`config.mk`:
```
export PLATFORM = sky130hd
export DESIGN_NAME = lc3_mar_access_unit_flat
export DESIGN_NICKNAME = d
export VERILOG_FILES = /design/src/rtl/lc3_mem_pkg.sv /design/src/rtl/lc3_mar_access_unit_if.sv /design/src/rtl/lc3_addr_mux_p.sv /design/src/rtl/lc3_mar_access_unit.sv /design/src/flat_wrapper.sv
export SDC_FILE = /design/constraint.sdc
export NUM_CORES = 1
export LEC_CHECK = 0
export CAP_MARGIN = 5
export CORE_UTILIZATION = 41
export DETAILED_ROUTE_END_ITERATION = 7
export PLACE_DENSITY = 0.92
export SYNTH_ARGS = -nofsm -noshare
export SYNTH_HDL_FRONTEND = slang
export SYNTH_HIERARCHICAL = 1
export SYNTH_SLANG_ARGS = --single-unit
```
`constraint.sdc`:
```
create_clock -name i_clk -period 3.3 [get_ports i_clk]
set_input_delay 0.495 -clock i_clk [delete_from_list [all_inputs] [get_ports i_clk]]
set_output_delay 0.495 -clock i_clk [all_outputs]
set_load 0.005 [all_outputs]
```
`src/rtl/lc3_mem_pkg.sv`:
```
// Shared encodings for the LC-3 MAR access unit and the address muxes.
package lc3_mem_pkg;

  // Address source select encodings
  localparam logic [1:0] SEL_IMM  = 2'd0;
  localparam logic [1:0] SEL_OFF  = 2'd1;
  localparam logic [1:0] SEL_BUS  = 2'd2;
  localparam logic [1:0] SEL_HOLD = 2'd3;

  // Memory access FSM states (2-bit)
  typedef enum logic [1:0] {
    ST_IDLE   = 2'd0,
    ST_ACCESS = 2'd1,
    ST_DONE   = 2'd2,
    ST_ABORT  = 2'd3
  } mem_state_t;

endpackage

```
`src/rtl/lc3_mar_access_unit_if.sv`:
```
// Datapath/control side bundle of the MAR access unit.
// The master drives selects and requests; the slave is the access unit.
interface lc3_mar_access_unit_if #(
  parameter int ADDR_W = 16,
  parameter int IMM_W  = 8
);
  logic [1:0]        i_sel;
  logic [ADDR_W-1:0] i_offset_addr;
  logic [IMM_W-1:0]  i_imm;
  logic [ADDR_W-1:0] i_bus;
  logic              i_ld_mar;
  logic              i_mem_req;
  logic              i_mem_we;
  logic              i_mem_ready;
  logic [ADDR_W-1:0] o_mux_out;
  logic [ADDR_W-1:0] o_mar;
  logic              o_mem_en;
  logic              o_mem_we;
  logic              o_busy;
  logic              o_done;
  logic              o_timeout;

  modport master (
    output i_sel, i_offset_addr, i_imm, i_bus, i_ld_mar, i_mem_req, i_mem_we, i_mem_ready,
    input  o_mux_out, o_mar, o_mem_en, o_mem_we, o_busy, o_done, o_timeout
  );

  modport slave (
    input  i_sel, i_offset_addr, i_imm, i_bus, i_ld_mar, i_mem_req, i_mem_we, i_mem_ready,
    output o_mux_out, o_mar, o_mem_en, o_mem_we, o_busy, o_done, o_timeout
  );
endinterface

```
`src/rtl/lc3_addr_mux_p.sv`:
```
// Parametrised 4:1 address mux with immediate extension.
// Kept free of state so the PC mux can reuse it unchanged.
module lc3_addr_mux_p
  import lc3_mem_pkg::*;
#(
  parameter int ADDR_W   = 16,
  parameter int IMM_W    = 8,
  parameter int IMM_SEXT = 0
) (
  input  logic [1:0]        sel,
  input  logic [IMM_W-1:0]  imm,
  input  logic [ADDR_W-1:0] offset_addr,
  input  logic [ADDR_W-1:0] bus,
  input  logic [ADDR_W-1:0] hold,
  output logic [ADDR_W-1:0] mux_out
);

  logic [ADDR_W-1:0] imm_ext;

  // Zero-extension suits TRAP vectors; sign-extension suits PC-relative fields
  generate
    if (IMM_SEXT != 0) begin : g_sext
      assign imm_ext = {{(ADDR_W-IMM_W){imm[IMM_W-1]}}, imm};
    end else begin : g_zext
      assign imm_ext = {{(ADDR_W-IMM_W){1'b0}}, imm};
    end
  endgenerate

  // Source selection; HOLD recirculates the caller's current register
  always_comb begin
    mux_out = hold;
    case (sel)
      SEL_IMM:  mux_out = imm_ext;
      SEL_OFF:  mux_out = offset_addr;
      SEL_BUS:  mux_out = bus;
      SEL_HOLD: mux_out = hold;
      default:  mux_out = hold;
    endcase
  end

endmodule

```
`src/rtl/lc3_mar_access_unit.sv`:
```
// LC-3 MAR access unit: address mux, MAR register and a single-outstanding
// memory access FSM with ready handshake and timeout abort.
module lc3_mar_access_unit
  import lc3_mem_pkg::*;
#(
  parameter int ADDR_W   = 16,
  parameter int IMM_W    = 8,
  parameter int IMM_SEXT = 0,
  parameter int TIMEOUT  = 15
) (
  input logic                 i_clk,
  input logic                 i_rst_n,
  lc3_mar_access_unit_if.slave mif
);

  localparam int CNT_W = $clog2(TIMEOUT + 1);
  localparam logic [CNT_W-1:0] CNT_LAST = CNT_W'(TIMEOUT - 1);
  localparam logic [CNT_W-1:0] CNT_ONE  = CNT_W'(1);

  mem_state_t        state_reg;
  logic [ADDR_W-1:0] mar_reg;
  logic [ADDR_W-1:0] mux_out;
  logic [CNT_W-1:0]  cnt_reg;
  logic              mem_en_reg;
  logic              mem_we_reg;
  logic              done_reg;
  logic              timeout_reg;

  lc3_addr_mux_p #(
    .ADDR_W   (ADDR_W),
    .IMM_W    (IMM_W),
    .IMM_SEXT (IMM_SEXT)
  ) u_mux (
    .sel         (mif.i_sel),
    .imm         (mif.i_imm),
    .offset_addr (mif.i_offset_addr),
    .bus         (mif.i_bus),
    .hold        (mar_reg),
    .mux_out     (mux_out)
  );

  // MAR load and access FSM; MAR only moves in IDLE so it is stable during an access
  always_ff @(posedge i_clk) begin
    if (!i_rst_n) begin
      state_reg   <= ST_IDLE;
      mar_reg     <= '0;
      cnt_reg     <= '0;
      mem_en_reg  <= 1'b0;
      mem_we_reg  <= 1'b0;
      done_reg    <= 1'b0;
      timeout_reg <= 1'b0;
    end else begin
      done_reg    <= 1'b0;
      timeout_reg <= 1'b0;
      case (state_reg)
        ST_IDLE: begin
          if (mif.i_ld_mar) mar_reg <= mux_out;
          if (mif.i_mem_req) begin
            state_reg  <= ST_ACCESS;
            mem_en_reg <= 1'b1;
            mem_we_reg <= mif.i_mem_we;
            cnt_reg    <= '0;
          end
        end
        ST_ACCESS: begin
          cnt_reg <= cnt_reg + CNT_ONE;
          // Ready is tested first so a completion on the last allowed cycle wins
          if (mif.i_mem_ready) begin
            state_reg  <= ST_DONE;
            done_reg   <= 1'b1;
            mem_en_reg <= 1'b0;
            mem_we_reg <= 1'b0;
          end else if (cnt_reg == CNT_LAST) begin
            state_reg   <= ST_ABORT;
            timeout_reg <= 1'b1;
            mem_en_reg  <= 1'b0;
            mem_we_reg  <= 1'b0;
          end
        end
        ST_DONE:  state_reg <= ST_IDLE;
        ST_ABORT: state_reg <= ST_IDLE;
      endcase
    end
  end

  assign mif.o_mux_out = mux_out;
  assign mif.o_mar     = mar_reg;
  assign mif.o_mem_en  = mem_en_reg;
  assign mif.o_mem_we  = mem_we_reg;
  assign mif.o_busy    = (state_reg != ST_IDLE);
  assign mif.o_done    = done_reg;
  assign mif.o_timeout = timeout_reg;

endmodule

```
`src/flat_wrapper.sv`:
```
// flat-port wrapper written by rule: the top's interface ports become plain ports
module lc3_mar_access_unit_flat import lc3_mem_pkg::*;
#(
  parameter int ADDR_W   = 16,
  parameter int IMM_W    = 8,
  parameter int IMM_SEXT = 0,
  parameter int TIMEOUT  = 15
)
  (i_clk, i_rst_n, mif_i_sel, mif_i_offset_addr, mif_i_imm, mif_i_bus, mif_i_ld_mar, mif_i_mem_req, mif_i_mem_we, mif_i_mem_ready, mif_o_mux_out, mif_o_mar, mif_o_mem_en, mif_o_mem_we, mif_o_busy, mif_o_done, mif_o_timeout);
  lc3_mar_access_unit_if #(.ADDR_W(ADDR_W), .IMM_W(IMM_W)) mif_i ();
  input logic i_clk;
  input logic i_rst_n;
  input wire logic [$bits(mif_i.i_sel)-1:0] mif_i_sel;
  input wire logic [$bits(mif_i.i_offset_addr)-1:0] mif_i_offset_addr;
  input wire logic [$bits(mif_i.i_imm)-1:0] mif_i_imm;
  input wire logic [$bits(mif_i.i_bus)-1:0] mif_i_bus;
  input wire logic [$bits(mif_i.i_ld_mar)-1:0] mif_i_ld_mar;
  input wire logic [$bits(mif_i.i_mem_req)-1:0] mif_i_mem_req;
  input wire logic [$bits(mif_i.i_mem_we)-1:0] mif_i_mem_we;
  input wire logic [$bits(mif_i.i_mem_ready)-1:0] mif_i_mem_ready;
  output wire logic [$bits(mif_i.o_mux_out)-1:0] mif_o_mux_out;
  output wire logic [$bits(mif_i.o_mar)-1:0] mif_o_mar;
  output wire logic [$bits(mif_i.o_mem_en)-1:0] mif_o_mem_en;
  output wire logic [$bits(mif_i.o_mem_we)-1:0] mif_o_mem_we;
  output wire logic [$bits(mif_i.o_busy)-1:0] mif_o_busy;
  output wire logic [$bits(mif_i.o_done)-1:0] mif_o_done;
  output wire logic [$bits(mif_i.o_timeout)-1:0] mif_o_timeout;
  assign mif_i.i_sel = mif_i_sel;
  assign mif_i.i_offset_addr = mif_i_offset_addr;
  assign mif_i.i_imm = mif_i_imm;
  assign mif_i.i_bus = mif_i_bus;
  assign mif_i.i_ld_mar = mif_i_ld_mar;
  assign mif_i.i_mem_req = mif_i_mem_req;
  assign mif_i.i_mem_we = mif_i_mem_we;
  assign mif_i.i_mem_ready = mif_i_mem_ready;
  assign mif_o_mux_out = mif_i.o_mux_out;
  assign mif_o_mar = mif_i.o_mar;
  assign mif_o_mem_en = mif_i.o_mem_en;
  assign mif_o_mem_we = mif_i.o_mem_we;
  assign mif_o_busy = mif_i.o_busy;
  assign mif_o_done = mif_i.o_done;
  assign mif_o_timeout = mif_i.o_timeout;
  lc3_mar_access_unit #(.ADDR_W(ADDR_W), .IMM_W(IMM_W), .IMM_SEXT(IMM_SEXT), .TIMEOUT(TIMEOUT)) u_core (.i_clk(i_clk), .i_rst_n(i_rst_n), .mif(mif_i));
endmodule
```
Word level (Yosys, flattened, before mapping)
Index checks and enable logic that the tools add are counted.
- bits in latches: 0
- RAM bits: 0
- bits in registers: 26
- memories: 0
- logic and storage cells: 45
- output and inout bits: 37
- memory bits (read-only): 0
- reduce and logical (&&, ||, !) cells: 11
- order comparisons: 0
- bitwise gates (word level): 2
- muxes and demuxes: 15
- divide/modulo/power cells: 0
- equality and inequality tests: 9
- shifts and indexed selects: 0
- add/subtract/negate cells: 1
- $mul: 0
- operators with widths (operator ; number):
    16-bit case mux with 4 select lines ; 1
    2-bit equality test, second input constant ; 4
    4-bit case mux with 2 select lines ; 1
    2-bit AND reduction ; 4
    1-bit two-way mux ; 6
    2-bit two-way mux ; 3
    2-bit case mux with 3 select lines ; 1
    4-bit by 1-bit adder with 4-bit output, second input constant ; 1
    2-bit by 1-bit equality test with 1-bit output, second input constant ; 2
    4-bit equality test, second input constant ; 1
    2-bit zero test ; 2
    4-bit two-way mux ; 1
    1-bit case mux with 2 select lines ; 2
    2-bit nonzero test ; 2
    3-bit by 2-bit != test with 1-bit output, second input constant ; 1
    3-bit AND reduction ; 1
    3-bit OR reduction ; 1
    2-bit != test, second input constant ; 1
    1-bit inverter ; 2
    2-bit OR reduction ; 1

Logic depth before layout (Yosys ltp)
- word-level depth: 4
- mapped depth: 6
- mapped depth without buffers: 5

Modules after synthesis
The synthesis kept the hierarchy.
- modules (own cells, without submodules) (module ; cells an instance ; instances ; seq. area each (um^2) ; area an instance (um^2)):
    lc3_mar_access_unit ; 123 ; 1 ; 520.5 ; 1054.8
    lc3_addr_mux_p ; 30 ; 1 ; 0.0 ; 426.7

Least setup slack after synthesis
OpenSTA, ideal clock, no wires.
- path type: input to output
- start point: input mif_i_sel[0]
- end point: output mif_o_mux_out[6]
- path buffers: 2
- data arrival time: 1245 ps
- data required time: 2805 ps
- stages: 3
- slack: 1560 ps
- cell sequence: buf_6 -> buf_8 -> mux4_2
- word-level cells in the longest chain between the ends: 2
- elaborated cells between the ends (all ways): 5
- those cells by class: 3 x eq/ne; 1 x mux; 1 x reduce/logical
- ends and longest elaborated chain (what ; RTL line ; source):
    start: declaration ; flat_wrapper.sv:13 ; input wire logic [$bits(mif_i.i_sel)-1:0] mif_i_sel;
    2-bit equality test (tied with other cells) ; lc3_addr_mux_p.sv:32 ; case (sel)
    16-bit case mux with 4 select lines * ; lc3_addr_mux_p.sv:32 ;
    end: declaration ; flat_wrapper.sv:21 ; output wire logic [$bits(mif_i.o_mux_out)-1:0] mif_o_mux_out;
Every way passes the cells marked *; elsewhere a longest branch is shown, timed or not.

Worst setup path after layout
- start point: input mif_i_sel[1]
- end point: output mif_o_mux_out[15]
Same word-level chain as after synthesis.

==> reports/results.env <==
RUN_STATUS='completed'
MIN_TCLK_POST_ROUTE_PS=2882
CRITPATHSLOWESTCELL='sky130_fd_sc_hd__clkdlybuf4s50_1'
FIN_WS_PS=417.8
LARGEST_REGISTER_FFS=16
DETAIL_ROUTE.FIRST_PASS.ITERATIONS=4
FMAX_MHz=347.0
LEAKAGE_POWER_SUMMED_OVER_ALL_CELLS_uW=0.0008835
CTS_BUFFERS=3
FINALNETCOUNT=283
DIE_OUTLINE_AREA_UM2=3858
DRT-WIRELENGTH-PER-CELL_UM=14.61
WORST_PIN_SLEW_PS=710.7
VIAS=1453
ANTENNA_CELLS=0
STANDARD_CELL_ROW_COUNT=21
AVGSYNTHCELLAREA_UM2=9.682
GRT_START_MAX_NET_PINS=23
NUM-FILL-CELLS=271
FINAL.SETUP.TNS_PS=0
CRITPATHMAXFANOUT=11
CTS_HOLD_BUFFERS=0
H_TREE_LEVELS=1
HPWL_MM=3.099
POST_SYNTH_INSTANCE_AREA_UM2=1481
GRT_SETUP_UNREPAIRED='false'
DRTITER0DRC=60
CORE_REGION_AREA_UM2=3390
DIE_X_UM=62.11
CP_COMMON_CELL='sky130_fd_sc_hd__clkdlybuf4s50_1'
SYNTHESIS.NETS=203
FINALHOLDVIOLCOUNT=0
VIAS_PER_CELL=5.245
NUMBER_OF_GLOBAL_ROUTE_VIAS_BEFORE_REPAIR=1397
DETAIL-ROUTE-ANTENNA-NETS=0
INITIAL_ANTENNA_VIOLATION_COUNT=0
SETUP_VIOL_COUNT_FINAL=0
GRT_REMAINING_OVERFLOW=0
FP.DIEH_UM=62.11
WORST_PATH_LARGEST_CELL_DELAY_PS=630
INSERTION_DELAY_PS=310
ENDPOINT_TYPE_OF_THE_WORST_SETUP_PATH='primary output'
WORST_CLOCK_SKEW_PS=5.548
MAX_CAP_VIOL_COUNT=0
TRITONCTS_CLOCK_TREE='built'
PLACE_WS_PS=407.0
FLOORPLAN.INITIALDENSITY_PCT=43.71
POST-ROUTE-DRC-COUNT=0
ROUTED_WIRELENGTH_MM=4.048
MAXUSEDROUTINGLAYER='met4'
PLACE.PORT_BUFFERS=84
ROUTE.LAYER.MET1.WL_MM=1.650
PLACE.GP.CONGESTION=0.7971
YOSYS_WARNINGS=6
GR-USAGE-ALL-LAYERS_PCT=21.01
RELATIVE_SLEW_SLACK_PCT=52.57
CLK_PATH_BUF_DEPTH=2
CTS_RESIZED=0
LAYOUT-DRIVE-GT1-SHARE_PCT=8.658
HOLDWS_PS=481.3
FINAL_MIN_PERIOD_OVER_CLOCK_PERIOD_PCT=87.34
MET3_WIRELENGTH_UM=306
SYN-INSTANCE-COUNT=153
CRIT_TYPE='primary input to primary output'
WORST_HOLD_PATH_TYPE='flop to flop'
CLK_TRANSITION_REPORTED_PATHS_PS=130
YOSYS.CELL_TYPES.COUNT=34
CRITPATHARRIVALTIME_PS=2390
CRIT_CHAIN='clkdlybuf4s50_1 > buf_4 > mux2_2 > a22o_1 > clkdlybuf4s50_1'
CTS.SINKS=26
START_KIND='primary input'
MOST_FREQUENT_CELLS_IN_THE_LAYOUT='sky130_fd_sc_hd__clkdlybuf4s50_1 (84), sky130_fd_sc_hd__nand2_1 (36), sky130_fd_sc_hd__dfxtp_1 (26), sky130_fd_sc_hd__a21oi_1 (19), sky130_fd_sc_hd__a22o_1 (8)'
CRITPATHTOPFAMILY='buffers and inverters'
MOST_COMMON_LIBRARY_CELL_IN_THE_LAYOUT_IGNORING_FILL_AND_TAPS='sky130_fd_sc_hd__clkdlybuf4s50_1'
CLOCK_TREE.ROOT_CELL='sky130_fd_sc_hd__clkbuf_4'
CP_DATA_REQUIRED_TIME_PS=2800
CP_NUM_BUF_INV=3
MET2WIRELENGTH_MM=2.028
CTS_SETUP_BUFFERS=0
SYNTH-SEQ-AREA-SHARE_PCT=35.14
AREAGROWTHSYNTHTOFINISH_PCT=56.00
POWER.DENSITY_nW_PER_UM2=306.0
IO_PINS=85
YS_SEQ_ELEMENTS=26
GRT_FIRST_PASS_WIRELENGTH_MM=6.534
FINAL-MAX-SLEW-VIOLATION-COUNT=0
IRDROPWORSTVDD_mV=0.2263
==> logic make-up after synthesis <==
group / share of synthesized area [%]
and+or+nand+nor: 17.91
adders and majority gates: 1.689
muxes: 21.37
AOI/OAI and AO/OA: 14.95
DFF: 35.14
buffers and inverters: 8.952
==> synth_stat cells <==
cell type / number / area share, %
sky130_fd_sc_hd__a21oi_1: 19 / 6.4
sky130_fd_sc_hd__a22o_1: 8 / 4.7
sky130_fd_sc_hd__a2bb2oi_1: 1 / 0.59
sky130_fd_sc_hd__a31oi_1: 1 / 0.42
sky130_fd_sc_hd__and2b_1: 2 / 1.0
sky130_fd_sc_hd__and3_1: 1 / 0.42
sky130_fd_sc_hd__buf_2: 1 / 0.34
sky130_fd_sc_hd__buf_4: 2 / 1.0
sky130_fd_sc_hd__buf_6: 5 / 3.8
sky130_fd_sc_hd__buf_8: 2 / 2.0
sky130_fd_sc_hd__clkbuf_1: 2 / 0.51
sky130_fd_sc_hd__dfxtp_1: 26 / 35
sky130_fd_sc_hd__ha_1: 2 / 1.7
sky130_fd_sc_hd__inv_1: 5 / 1.3
sky130_fd_sc_hd__mux2_2: 6 / 4.6
sky130_fd_sc_hd__mux2_4: 2 / 2.0
sky130_fd_sc_hd__mux2i_1: 2 / 1.4
sky130_fd_sc_hd__mux4_1: 5 / 8.9
sky130_fd_sc_hd__mux4_2: 3 / 4.6
sky130_fd_sc_hd__nand2_1: 36 / 9.1
sky130_fd_sc_hd__nand2b_1: 1 / 0.42
sky130_fd_sc_hd__nand3_1: 2 / 0.68
sky130_fd_sc_hd__nor2_1: 4 / 1.0
sky130_fd_sc_hd__nor2b_1: 2 / 0.84
sky130_fd_sc_hd__nor3_1: 2 / 0.68
sky130_fd_sc_hd__nor3b_1: 2 / 1.0
sky130_fd_sc_hd__nor3b_4: 1 / 1.3
sky130_fd_sc_hd__o21ai_0: 1 / 0.34
sky130_fd_sc_hd__o21bai_1: 2 / 1.0
sky130_fd_sc_hd__o221a_2: 1 / 0.76
sky130_fd_sc_hd__o311a_1: 1 / 0.68
sky130_fd_sc_hd__or2_2: 1 / 0.42
sky130_fd_sc_hd__or3_1: 1 / 0.42
sky130_fd_sc_hd__or3b_1: 1 / 0.59
==> layout make-up <==
class                   count  area, um^2  area share, %
flip-flops and latches     26       520.5          22.52
clock buffers               3       22.52         0.9746
well taps                  46       57.56          2.491
multi-input cells         110       828.3          35.84
repair buffers             87       863.3          37.36
inverters                   5       18.77         0.8121
==> path summary, 6_finish.rpt <==
check,to,depth (start not counted),start,slack (ps)
min,u_core/mif.o_mar[7],2,u_core/mif.o_mar[7],480
max reg2reg,u_core/mif.o_mar[0],3,u_core/state_reg[0],1800
min reg2reg,u_core/mif.o_mar[7],2,u_core/mif.o_mar[7],480
max,mif_o_mux_out[15],5,mif_i_sel[1],420
==> routing by layer <==
metal	global-route usage (%)	vias to the layer above
met5	0	-
met4	6.686	0
met3	5.515	6
met2	37.50	61
met1	24.33	682
li1	-	704
==> through the flow <==
stage	std cells	cell area [um^2]	power, uW	util [%]
after floorplan	153	1481	457.3	-
after global placement	274	2288	576.8	67.52
after detailed placement	274	2288	584.0	67.52
after CTS	277	2311	713.0	68.18
after global routing	277	2311	750.9	68.18
final	277	2311	707.2	68.18
==> worst register-to-register path, cell delays in order (launching register included) <==
cell	delay, ps
sky130_fd_sc_hd__dfxtp_1	460
sky130_fd_sc_hd__or3b_1	650
sky130_fd_sc_hd__nand2_1	170
sky130_fd_sc_hd__a21oi_1	70
==> power breakdown <==
group	leakage (uW)	total [uW]	internal (uW)	switching, uW
sequential	0.000212	347	330	16.3
clock	0.0000138	131	42.6	87.9
combinational	0.000658	230	151	78.9
total	0.000883	707	524	183
(Power assumes the default switching activity.)
